<file path="src/rtl/periph_bus_master_pkg.sv">
// Shared definitions for the peripheral bus master: register map offsets,
// UART_CON bit positions and the sequencing state encoding.
package periph_bus_master_pkg;

  // Byte offsets from the peripheral base address.
  localparam logic [31:0] OFF_TH     = 32'h00;
  localparam logic [31:0] OFF_TL     = 32'h04;
  localparam logic [31:0] OFF_TCON   = 32'h08;
  localparam logic [31:0] OFF_LED    = 32'h0C;
  localparam logic [31:0] OFF_SWITCH = 32'h10;
  localparam logic [31:0] OFF_DIGI   = 32'h14;
  localparam logic [31:0] OFF_TXD    = 32'h18;
  localparam logic [31:0] OFF_RXD    = 32'h1C;
  localparam logic [31:0] OFF_CON    = 32'h20;

  // UART_CON status bits.
  localparam int unsigned RX_FLAG_BIT = 3;
  localparam int unsigned TX_BUSY_BIT = 4;

  typedef enum logic [2:0] {
    ST_IDLE,
    ST_CMD,
    ST_POLL_RX,
    ST_READ_RXD,
    ST_POLL_TX,
    ST_WRITE_TXD
  } state_t;

  // Saturating increment for the 8-bit overrun counter.
  function automatic logic [7:0] sat_inc8(input logic [7:0] v);
    return (v == 8'hFF) ? v : v + 8'd1;
  endfunction

endpackage

</file>
<file path="src/rtl/periph_bus_master.sv">
// Bus initiator for the memory-mapped peripheral space. Serves a one-shot
// command port and a UART echo engine (poll CON, read RXD, write TXD) over
// a single registered rd/wr/addr/wdata bus with combinational read data.
module periph_bus_master
  import periph_bus_master_pkg::*;
#(
  parameter int unsigned TX_GUARD    = 400,
  parameter logic [31:0] PERIPH_BASE = 32'h4000_0000
) (
  input  logic        clk,
  input  logic        reset,
  output logic        rd,
  output logic        wr,
  output logic [31:0] addr,
  output logic [31:0] wdata,
  input  logic [31:0] rdata,
  input  logic        cmd_valid,
  output logic        cmd_ready,
  input  logic        cmd_wr,
  input  logic [31:0] cmd_addr,
  input  logic [31:0] cmd_wdata,
  output logic        rsp_valid,
  output logic [31:0] rsp_rdata,
  input  logic        echo_en,
  output logic [15:0] echo_cnt,
  output logic [7:0]  overrun_cnt
);

  localparam int unsigned    GW         = $clog2(TX_GUARD + 1);
  localparam logic [GW-1:0]  GUARD_LOAD = GW'(TX_GUARD);

  localparam logic [31:0] ADDR_CON = PERIPH_BASE + OFF_CON;
  localparam logic [31:0] ADDR_RXD = PERIPH_BASE + OFF_RXD;
  localparam logic [31:0] ADDR_TXD = PERIPH_BASE + OFF_TXD;

  state_t        state_q, state_d;
  logic [GW-1:0] guard_q, guard_d;
  logic [7:0]    echo_byte_q, echo_byte_d;

  // Next values of the registered bus and status outputs.
  logic        rd_d, wr_d;
  logic [31:0] addr_d, wdata_d;
  logic        rsp_valid_d;
  logic [31:0] rsp_rdata_d;
  logic [15:0] echo_cnt_d;
  logic [7:0]  overrun_d;

  assign cmd_ready = (state_q == ST_IDLE);

  // Next-state and next-output logic; the strobe for a state is set up on the
  // transition into it so the bus outputs come straight from flops.
  always_comb begin
    // NOTE: every signal gets a default before the case so no path leaves one
    // unassigned, which would otherwise infer a latch.
    state_d     = state_q;
    guard_d     = (guard_q != '0) ? guard_q - 1'b1 : '0;
    echo_byte_d = echo_byte_q;
    rd_d        = 1'b0;
    wr_d        = 1'b0;
    addr_d      = addr;
    wdata_d     = wdata;
    rsp_valid_d = 1'b0;
    rsp_rdata_d = rsp_rdata;
    echo_cnt_d  = echo_cnt;
    overrun_d   = overrun_cnt;

    unique case (state_q)
      ST_IDLE: begin
        if (cmd_valid) begin
          state_d = ST_CMD;
          rd_d    = ~cmd_wr;
          wr_d    = cmd_wr;
          addr_d  = cmd_addr;
          if (cmd_wr) wdata_d = cmd_wdata;
        end else if (echo_en && guard_q == '0) begin
          state_d = ST_POLL_RX;
          rd_d    = 1'b1;
          addr_d  = ADDR_CON;
        end
      end

      ST_CMD: begin
        // The rd flop still tells us whether this was a read.
        state_d     = ST_IDLE;
        rsp_valid_d = 1'b1;
        rsp_rdata_d = rd ? rdata : '0;
      end

      ST_POLL_RX: begin
        // No data: drop back to IDLE so a waiting command can slip in.
        if (rdata[RX_FLAG_BIT]) begin
          state_d = ST_READ_RXD;
          rd_d    = 1'b1;
          addr_d  = ADDR_RXD;
        end else begin
          state_d = ST_IDLE;
        end
      end

      ST_READ_RXD: begin
        echo_byte_d = rdata[7:0];
        state_d     = ST_POLL_TX;
        rd_d        = 1'b1;
        addr_d      = ADDR_CON;
      end

      ST_POLL_TX: begin
        // Each CON read clears the RX flag, so a flag seen here is a byte lost.
        if (rdata[RX_FLAG_BIT]) overrun_d = sat_inc8(overrun_cnt);
        if (!rdata[TX_BUSY_BIT]) begin
          state_d = ST_WRITE_TXD;
          wr_d    = 1'b1;
          addr_d  = ADDR_TXD;
          wdata_d = {24'b0, echo_byte_q};
        end else begin
          rd_d   = 1'b1;
          addr_d = ADDR_CON;
        end
      end

      ST_WRITE_TXD: begin
        state_d    = ST_IDLE;
        echo_cnt_d = echo_cnt + 16'd1;
        guard_d    = GUARD_LOAD;
      end

      default: state_d = ST_IDLE;
    endcase
  end

  // State, guard and output registers; reset kills any strobe in flight.
  always_ff @(posedge clk or negedge reset) begin
    if (!reset) begin
      state_q     <= ST_IDLE;
      guard_q     <= '0;
      echo_byte_q <= '0;
      rd          <= 1'b0;
      wr          <= 1'b0;
      addr        <= '0;
      wdata       <= '0;
      rsp_valid   <= 1'b0;
      rsp_rdata   <= '0;
      echo_cnt    <= '0;
      overrun_cnt <= '0;
    end else begin
      // NOTE: non-blocking assignments so every flop samples pre-edge values.
      state_q     <= state_d;
      guard_q     <= guard_d;
      echo_byte_q <= echo_byte_d;
      rd          <= rd_d;
      wr          <= wr_d;
      addr        <= addr_d;
      wdata       <= wdata_d;
      rsp_valid   <= rsp_valid_d;
      rsp_rdata   <= rsp_rdata_d;
      echo_cnt    <= echo_cnt_d;
      overrun_cnt <= overrun_d;
    end
  end

endmodule

</file>
<file path="config.mk">
export PLATFORM = sky130hd
export DESIGN_NAME = periph_bus_master
export DESIGN_NICKNAME = d
export VERILOG_FILES = /design/src/rtl/periph_bus_master_pkg.sv /design/src/rtl/periph_bus_master.sv
export SDC_FILE = /design/constraint.sdc
export NUM_CORES = 1
export LEC_CHECK = 0
export ABC_AREA = 1
export CORE_ASPECT_RATIO = 1.75
export CORE_UTILIZATION = 42
export CTS_BUF_LIST = sky130_fd_sc_hd__clkbuf_4
export CTS_CLUSTER_SIZE = 24
export DETAILED_ROUTE_END_ITERATION = 16
export PLACE_DENSITY = 0.78
export RECOVER_POWER = 100
export SETUP_SLACK_MARGIN = 0.5
export SYNTH_ARGS = -nofsm -noshare
export SYNTH_HDL_FRONTEND = slang
export SYNTH_SLANG_ARGS = --single-unit
</file>
<file path="constraint.sdc">
create_clock -name clk -period 1.6 [get_ports clk]
set_input_delay 0.24 -clock clk [delete_from_list [all_inputs] [get_ports clk]]
set_output_delay 0.24 -clock clk [all_outputs]
set_load 0.02 [all_outputs]
</file>
==> flow_summary.yaml, run 1 <==
status:
  status: "complete, but fails checks"
  violations: "negative setup slack"
setup_path:
  cp_data_required_time_ns: 2.04
  critPathArrivalTime_ns: 2.21
  cp_max_fo: 8
  crit_type: "flip-flop to flip-flop"
  endpoint_kind: "flip-flop"
  cp-start-kind: "flip-flop"
logic_synthesis:
  synth_nets: 880
  ys_types: 28
  ys_warn_count: 0
  synth_area_per_cell_um2: 8.34
  synth_seq_cells: 143
  synthCells: 776
  synth_area_um2: 6470
  synth-seq-area-share_pct: 55.3
sta:
  finalWorstSetupSlack_ns: -0.168
  drv_slew: 0
  finalCritPeriodShare_pct: 111
  worst_pin_slew_ns: 0.878
  post-route-min-period_ns: 1.77
  rsz0062_at_grt: "yes"
  hold_violations: 0
  slew_headroom_pct: 41.5
  skew_ns: 0.0253
  finalSetupViolCount: 91
  setup_tns_ns: -5.15
  fmax_mhz: 566
  whs_ns: 0.213
drt:
  antenna_left: 0
  dr.pass1.iters: 9
  wl_per_cell_um: 20.4
  drc_errors: 0
  routed-via-count: 7581
  totalWireLength_mm: 28.1
  drt_iter0_drc: 459
  post_drt_via_cell_ratio: 5.51
global_route:
  grt_max_degree: 38
  grt_remaining_overflow: 0
  grt_antenna_before_repair: 1
  grt_usage_pct: 30.1
  grt_pass1_wl_mm: 36.5
  grt_pass1_vias: 7349
clock_network:
  clock_path_buffers: 2
  cts_max_level: 4
  clkSinkCount: 143
  tritoncts: "built"
  cts_made_buffers: 17
  clk_pin_slew_worst_paths_ns: 0.13
  root_buffer: "clkbuf_4"
  clock_latency_ns: 0.56
layout:
  fin_area_um2: 11700
  drive_gt1_share_pct: 39.2
  postLayoutCoreUtil_pct: 78.1
  fill_cells: 968
  syn_to_final_growth_pct: 80.8
  nets: 1284
  mostFrequentLayoutCell: "nand2_1"
  final_cell_mix: "nand2_1 (151), dfrtp_1 (128), buf_4 (121)"
placed_design:
  post_dp_cell_area_um2: 9410
  hpwl_mm: 13.3
  place.port_buffers: 224
  gp_congestion: 0.849
floorplan:
  num_rows: 59
  die_w_um: 95.8
  pin_count: 225
  fp.dieH_um: 166
  dieArea_um2: 15900
  start_util_pct: 43.2
  core_area_um2: 15000
min_path:
  hp-class: "input pin to flip-flop"
power:
  p_leak_nw: 5.65
  ir_worst_vdd_mv: 1.17
  power.density_nw_per_um2: 1860
run:
  drv_cap: 0
## cell families after synthesis
| group | count (synthesis) | synth area share (%) |
|---|---|---|
| XOR/XNOR | 22 | 2.98 |
| buffers and inverters | 107 | 6.57 |
| multiplexers | 3 | 0.522 |
| AND/OR/NAND/NOR | 411 | 26.9 |
| AO/OA/AOI/OAI | 87 | 7.19 |
| flip-flops | 143 | 55.3 |
| adder cells (fa/ha/maj) | 3 | 0.580 |
## synth_stat cells
library cell | count | area (µm²)
a211oi_1 | 1 | 7.51
a21oi_1 | 6 | 30.0
a31oi_2 | 1 | 12.5
buf_1 | 3 | 11.3
buf_2 | 16 | 80.1
buf_4 | 1 | 7.51
clkbuf_1 | 22 | 82.6
dfrtp_1 | 143 | 3580
ha_1 | 3 | 37.5
inv_1 | 63 | 236
inv_2 | 2 | 7.51
mux2_2 | 3 | 33.8
nand2_1 | 211 | 792
nand2_2 | 2 | 12.5
nand3_1 | 110 | 551
nand3_2 | 2 | 20.0
nand3b_1 | 1 | 7.51
nand4_1 | 5 | 31.3
nor2_1 | 66 | 248
nor2_2 | 1 | 6.26
nor3_1 | 8 | 40.0
o211ai_1 | 5 | 37.5
o21a_1 | 3 | 22.5
o21ai_0 | 70 | 350
o21ai_1 | 1 | 5.00
or2_2 | 5 | 31.3
xnor2_1 | 11 | 96.3
xor2_1 | 11 | 96.3
## per-stage QoR
stage                     setup WS, ns  std cells  power [mW]
final                           -0.168       1377        21.7
after global routing            -0.255       1377        22.7
after CTS                      -0.0109       1319        20.7
after detailed placement       -0.0817       1181        14.4
after global placement         -0.0548       1181        14.2
after floorplan                  0.191        776        10.5
## power by group
group          switching (mW)  internal (mW)  leakage [nW]  total, mW
Sequential              0.866           4.93          1.83       5.80
Combinational            7.53           5.94          3.66       13.5
Clock                    1.39           1.10         0.155       2.48
## final timing paths
check                         startpoint           end  slack (ns)  depth (start not counted)
max                           state_q[1]      addr[20]       -0.17                          9
min                        cmd_wdata[18]     wdata[18]        0.21                          3
max reg2reg                   state_q[1]      addr[20]       -0.17                          9
min reg2reg                 rsp_rdata[2]  rsp_rdata[2]        0.50                          2
max in group asynchronous          reset  rsp_rdata[3]        0.12                          3
min in group asynchronous          reset  echo_cnt[13]        0.32                          2
## flip-flops by register name (all words and copies together) (netlist names), 3 cells and up
register     count
addr            32
overrun_cnt      8
rsp_rdata       32
echo_cnt        16
wdata           32
echo_byte_q      8
state_q          3
guard_q          9
## layout make-up
| cell class | instances | area, µm² | share of cell area (%) |
|---|---|---|---|
| Multi-Input combinational cell | 530 | 3610 | 30.9 |
| Clock buffer | 19 | 143 | 1.22 |
| Timing Repair Buffer | 423 | 3700 | 31.6 |
| Clock inverter | 13 | 149 | 1.27 |
| Sequential cell | 143 | 3600 | 30.7 |
| Antenna cell | 1 | 2.50 | 0.0214 |
| Inverter | 65 | 269 | 2.30 |
| Tap cell | 183 | 229 | 1.96 |
## critical path, cell delays in order (launching register included)
cell and delay (ns):
dfrtp_1 0.42, nor2_2 0.18, nand2_2 0.10, buf_4 0.16, nor2_4 0.18, nand2_8 0.15
buf_12 0.16, buf_16 0.13, nand3_1 0.08, nand2_1 0.09
## per-layer routing
layer | track usage, % | up-vias | wire length, µm
met5 | 0 | - | 0
met4 | 16.6 | 0 | 1860
met2 | 55.2 | 420 | 15400
met3 | 7.23 | 141 | 1710
met1 | 29.9 | 3709 | 9140
li1 | - | 3311 | -
## timing repair
| item | CTS | global route |
|---|---|---|
| setup buffers | 88 | 53 |
| endpoints found under the setup margin | 267 | 266 |
| endpoints found under the hold margin | 143 | 0 |
| hold buffers | 1 | 0 |
| resized for setup | 927 | 123 |
| gates cloned | 17 | 4 |
| pin swaps | 67 | 69 |
No activity file was read; power rests on OpenSTA's default activity.
==> run 2, diff against run 1 <==
==> constraint.sdc (replaced) <==
create_clock -name clk -period 1.6 [get_ports clk]
set_input_delay 0.4 -clock clk [delete_from_list [all_inputs] [get_ports clk]]
set_output_delay 0.4 -clock clk [all_outputs]
set_load 0.02 [all_outputs]
==> run 2 against run 1 <==
The flow still finishes with violations (negative setup slack). Critical path depth increased by 2. Clock skew rose by 0.0070 ns. Clock power grew 10%. Maximum frequency down 9.0%. Wire length down 5.9%. First-iteration DRC count increased by 15%. Register-to-register slack got worse by 0.18 ns. Total power is 7.0% higher. Sequential power up 3%. Cell count fell by 1.0%. Critical path type unchanged.
==> flow_summary.yaml, run 2 (synthesized netlist as in run 1, its figures left out) <==
min_path:
  hold_start: "cmd_wdata[16]"
  whs_endpoint: "wdata[16]"
  hold_depth: 3
  hp-class: "input pin to flip-flop"
sta:
  fmax_mhz: 514
  slew_headroom_pct: 36.7
  setup_tns_ns: -12.94
  finalSetupViolCount: 81
  skew_ns: 0.0323
  hold_violations: 0
  drv_slew: 0
  rsz0062_at_grt: "yes"
  finalCritPeriodShare_pct: 121
  finalWorstSetupSlack_ns: -0.344
  post-route-min-period_ns: 1.94
  worst_pin_slew_ns: 0.950
global_route:
  grt_remaining_overflow: 0
  grt_usage_pct: 29.2
  grt_antenna_before_repair: 1
  grt_pass1_wl_mm: 35.8
  grt_max_degree: 45
  grt_pass1_vias: 7202
setup_path:
  rrSetupSlack_ns: -0.34
  r2r_cells: 11
  path_common_cell: "buf_6"
  r2r_end: "addr[27]"
  cp_num_cells: 11
  r2r_start: "state_q[1]"
  crit_type: "flip-flop to flip-flop"
  cp_data_required_time_ns: 2.04
  cp_cell_sequence: "nor2_2, nand2_2, buf_4, buf_6, buf_6, nor2_4, nand2_8, buf_12, buf_16, nand3_2, nand2_1"
  crit_buf_inv: 5
  cp_top_family: "simple AND/OR/NAND/NOR gates"
  slowest_stage: "dfrtp_1"
  critPathArrivalTime_ns: 2.39
  cp-start-kind: "flip-flop"
  endpoint_kind: "flip-flop"
  cp_max_fo: 7
  cpPeakStageDelay_ns: 0.45
drt:
  totalWireLength_mm: 26.5
  wl_met1_mm: 9.01
  wl_per_cell_um: 19.4
  post_drt_via_cell_ratio: 5.43
  wl_met3_mm: 1.77
  routed-via-count: 7407
  drc_errors: 0
  met2_wirelength_mm: 13.9
  highest_layer: "met4"
  drt_iter0_drc: 530
  antenna_left: 0
  dr.pass1.iters: 5
layout:
  syn_to_final_growth_pct: 89.8
  drive_gt1_share_pct: 46.4
  finalNonFillerCells: 1363
  top_regs: "addr: 32 flops, rsp_rdata: 32 flops, wdata: 32 flops"
  fill_cells: 826
  register_area_um2: 3600
  final_cell_mix: "buf_6 (164), nand2_1 (152), dfrtp_1 (128)"
  multi_input_area_um2: 3460
  mostFrequentLayoutCell: "buf_6"
  nets: 1270
clock_network:
  tritoncts: "built"
  clock_path_buffers: 2
  clock_latency_ns: 0.54
  cts_max_level: 4
  clk_pin_slew_worst_paths_ns: 0.15
  cts_made_buffers: 17
  clkSinkCount: 143
  root_buffer: "clkbuf_4"
power:
  total_power_mw: 23.3
  p_int_mw: 13.5
  p_leak_nw: 6.10
  ir_worst_vdd_mv: 1.18
  pwr-share-clk_pct: 11.8
  seq_power_share_pct: 25.7
  swShare_pct: 42.1
  power.density_nw_per_um2: 1890
  power.switching_mw: 9.80
  combPwrFrac_pct: 62.6
floorplan:
  die_w_um: 95.8
  num_rows: 59
  dieArea_um2: 15900
  core_area_um2: 15000
  fp.dieH_um: 166
  start_util_pct: 43.2
  pin_count: 225
placed_design:
  gp_congestion: 0.824
  place.port_buffers: 224
  placedCellCount: 1192
  hpwl_mm: 13.3
run:
  drv_cap: 0
status:
  status: "complete, but fails checks"
  violations: "negative setup slack"
==> run 2: changes by cell type in the layout (fill, tap and decap cells not counted), moves of 5 or more <==
cell,before,now
buf_6,30,164
nand2_4,8,13
buf_12,23,16
o21ai_1,24,33
o21ai_0,15,28
o21ai_2,31,10
buf_4,121,107
clkbuf_4,24,19
nor2_4,14,9
clkbuf_2,10,3
clkbuf_1,116,0
==> run 2: per-layer routing <==
layer / vias to the layer above / GRT usage (%)
met5: - / 0
met1: 3558 / 32.1
met2: 420 / 50.7
met4: 0 / 16.8
met3: 133 / 5.86
li1: 3296 / -
==> run 2: worst max path at each step <==
stage | start | to | slack, ns
final | state_q[1] | addr[27] | -0.34
after detailed placement | rdata[3] | addr[22] | -0.30
after global placement | rdata[3] | addr[0] | -0.26
after floorplan | guard_q[0] | addr[0] | 0.19
after CTS | state_q[0] | cmd_ready | -0.15
after global routing | state_q[1] | addr[30] | -0.36
==> run 2: layout make-up <==
cell class	instances	share of cell area (%)
repair buffers	409	35.8
flip-flops and latches	143	29.3
multi-input cells	530	28.2
inverters	65	2.13
well taps	183	1.86
clock inverters	13	1.53
clock buffers	19	1.16
diodes	1	0.0204
==> run 2: stage by stage <==
stage	utilization [%]	cell area, µm²	hold WS, ns	setup WS, ns
after global placement	63.2	9470	0.331	-0.256
after CTS	77.2	11600	0.308	-0.149
after floorplan	-	6780	0.104	0.191
final	82.0	12300	0.393	-0.344
after global routing	82.0	12300	0.364	-0.357
after detailed placement	63.2	9470	0.330	-0.300
==> run 2: tightest hold or removal path: stages <==
cell and delay (ns):
clkdlybuf4s50_1 0.40, inv_1 0.05, o21ai_1 0.06
==> run 2: power by group through the flow <==
stage,combinational [mW],clock (mW),sequential [mW]
finish,14.6,2.74,5.97
global route,15.3,2.92,6.08
CTS,12.5,2.70,5.88
detailed placement,8.65,0,5.80
global placement,8.49,0,5.76
floorplan,3.51,0,7.01
==> run 2: repair_timing <==
action | in CTS | in global routing
setup buffers | 76 | 44
gates cloned | 14 | 3
hold endpoints to repair | 31 | 0
setup endpoints to repair | 267 | 267
hold buffers | 1 | 0
resized for setup | 925 | 87
pin swaps | 62 | 60
==> run 3, diff against run 2 <==
--- a/config.mk
+++ b/config.mk
@@ -7,11 +7,12 @@
 export LEC_CHECK = 0
 export ABC_AREA = 1
 export CORE_ASPECT_RATIO = 1.75
-export CORE_UTILIZATION = 42
+export CORE_UTILIZATION = 45
 export CTS_BUF_LIST = sky130_fd_sc_hd__clkbuf_4
 export CTS_CLUSTER_SIZE = 24
 export DETAILED_ROUTE_END_ITERATION = 16
-export PLACE_DENSITY = 0.78
+export GPL_ROUTABILITY_DRIVEN = 1
+export PLACE_DENSITY = 0.8
 export RECOVER_POWER = 100
 export SETUP_SLACK_MARGIN = 0.5
 export SYNTH_ARGS = -nofsm -noshare
==> constraint.sdc (replaced) <==
create_clock -name clk -period 2.35 [get_ports clk]
set_input_delay 0.235 -clock clk [delete_from_list [all_inputs] [get_ports clk]]
set_output_delay 0.235 -clock clk [all_outputs]
set_load 0.02 [all_outputs]
==> run 3 against run 2 <==
The run now ends clean. Clock-buffer cell count is the same. Clock power shrank 44%. Non-clock buffer count shrank 163. Core utilization shrank 18 points. Global-route usage shrank 4.8 points. Critical path type unchanged. Largest cell class is now registers. Largest power group unchanged. Highest routed layer unchanged.
==> flow_summary.yaml, run 3 (synthesized netlist as in run 1, its figures left out) <==
status:
  status: "finished clean"
setup_path:
  endpoint_kind: "flip-flop"
  cp_data_required_time_ns: 2.83
  cpPeakStageDelay_ns: 0.47
  crit_type: "flip-flop to flip-flop"
  cp_cell_sequence: "inv_2, nand2_1, inv_1, nand3_1, nand2_1, o211ai_1, nand2_1"
  cp_max_fo: 12
  r2r_cells: 7
  path_common_cell: "nand2_1"
  critPathArrivalTime_ns: 2.34
  slowest_stage: "dfrtp_2"
  cp-start-kind: "flip-flop"
clock_network:
  cts_max_level: 4
  clock_path_buffers: 2
  clock_latency_ns: 0.55
  tritoncts: "built"
  root_buffer: "clkbuf_4"
  cts_made_buffers: 17
  clkSinkCount: 143
  clk_pin_slew_worst_paths_ns: 0.14
drt:
  routed-via-count: 5965
  antenna_left: 0
  totalWireLength_mm: 17.9
  wl_per_cell_um: 15.0
  dr.pass1.iters: 5
  post_drt_via_cell_ratio: 5.01
  drc_errors: 0
  drt_iter0_drc: 322
placed_design:
  gp_congestion: 0.872
  hpwl_mm: 13.0
  post_dp_cell_area_um2: 8910
  place.port_buffers: 224
layout:
  top_regs: "addr: 32 flops, rsp_rdata: 32 flops, wdata: 32 flops"
  postLayoutCoreUtil_pct: 64.0
  final_cell_mix: "nand2_1 (211), dfrtp_1 (142), nand3_1 (111)"
  nets: 1103
  drive_gt1_share_pct: 6.82
  mostFrequentLayoutCell: "nand2_1"
  fin_area_um2: 8940
  syn_to_final_growth_pct: 38.2
sta:
  hold_violations: 0
  finalCritPeriodShare_pct: 79.1
  skew_ns: 0.0332
  setup_tns_ns: 0
  slew_headroom_pct: 10.8
  finalSetupViolCount: 0
  worst_pin_slew_ns: 1.34
  rsz0062_at_grt: "yes"
  post-route-min-period_ns: 1.86
  fmax_mhz: 538
  drv_slew: 0
run:
  drv_cap: 0
floorplan:
  dieArea_um2: 14900
  start_util_pct: 46.3
  core_area_um2: 14000
  num_rows: 57
  die_w_um: 92.7
  pin_count: 225
  fp.dieH_um: 161
power:
  total_power_mw: 10.2
  power.density_nw_per_um2: 1140
  ir_worst_vdd_mv: 0.658
  p_leak_nw: 4.66
global_route:
  grt_max_degree: 71
  grt_pass1_vias: 5787
  grt_remaining_overflow: 0
  grt_pass1_wl_mm: 28.2
  grt_usage_pct: 24.4
  grt_antenna_before_repair: 2
min_path:
  hold_depth: 3
  hp-class: "input pin to flip-flop"
[run 3: changes by cell type in the layout (fill, tap and decap cells not counted), sizes merged, moves of 4 or more]
cell | before | now
buf | 302 | 17
dlygate4sd3 | 1 | 55
clkbuf | 26 | 64
dlygate4sd2 | 0 | 30
inv | 65 | 71
clkinv | 4 | 0
nand2 | 217 | 213
[run 3: report_power, final]
group | internal, mW | switching (mW) | total [mW]
sequential | 3.35 | 0.521 | 3.87
clock | 0.569 | 0.959 | 1.53
combinational | 1.72 | 3.10 | 4.82
[run 3: per-stage QoR]
stage	cells	setup slack, ns	hold slack (ns)
after floorplan	776	0.804	-0.0606
after global placement	1152	0.507	0.216
after detailed placement	1152	0.384	0.217
after CTS	1189	0.429	0.156
after global routing	1191	0.300	0.176
final	1191	0.491	0.225
[run 3: what timing repair did]
item / CTS / global route
pin swaps: 1 / 0
setup endpoints to repair: 63 / 82
hold buffers: 1 / 0
setup buffers: 4 / 0
gates resized for setup: 35 / 47
endpoints found under the hold margin: 51 / 0
[run 3: cell type report]
type                       count  area [µm²]
inverter                      65         244
timing repair buffer         246        2140
clock inverter                13         130
multi-input combinational    526        2480
fill                        1262        5030
sequential                   143        3580
clock buffer                  19         143
antenna                        2        5.00
tap                          177         221
[run 3: worst max-delay path: cells and delay by family, from the launching register on]
family,cells,cell delay [ns]
buf+inv,2,0.22
compound gates,1,0.15
flops,1,0.47
simple gates,4,0.96
[run 3: final timing paths]
kind,from,end,slack (ns)
worst min-delay path,rdata[20],rsp_rdata[20],0.22
worst max register to register,state_q[2],wdata[4],0.49
min in group asynchronous,reset,rsp_rdata[15],0.49
max in group asynchronous,reset,wdata[30],0.60
worst min register to register,guard_q[0],guard_q[0],0.47
worst max-delay path,state_q[2],wdata[4],0.49
[run 3: layer usage]
metal	wire length (µm)	share of wire [%]	global-route usage, %	up-vias
met5	0	0	0	-
met4	666	3.7	11.4	0
met3	839	4.7	5.92	42
met2	9830	55	43.8	177
met1	6520	37	26.6	2811
li1	-	-	-	2935
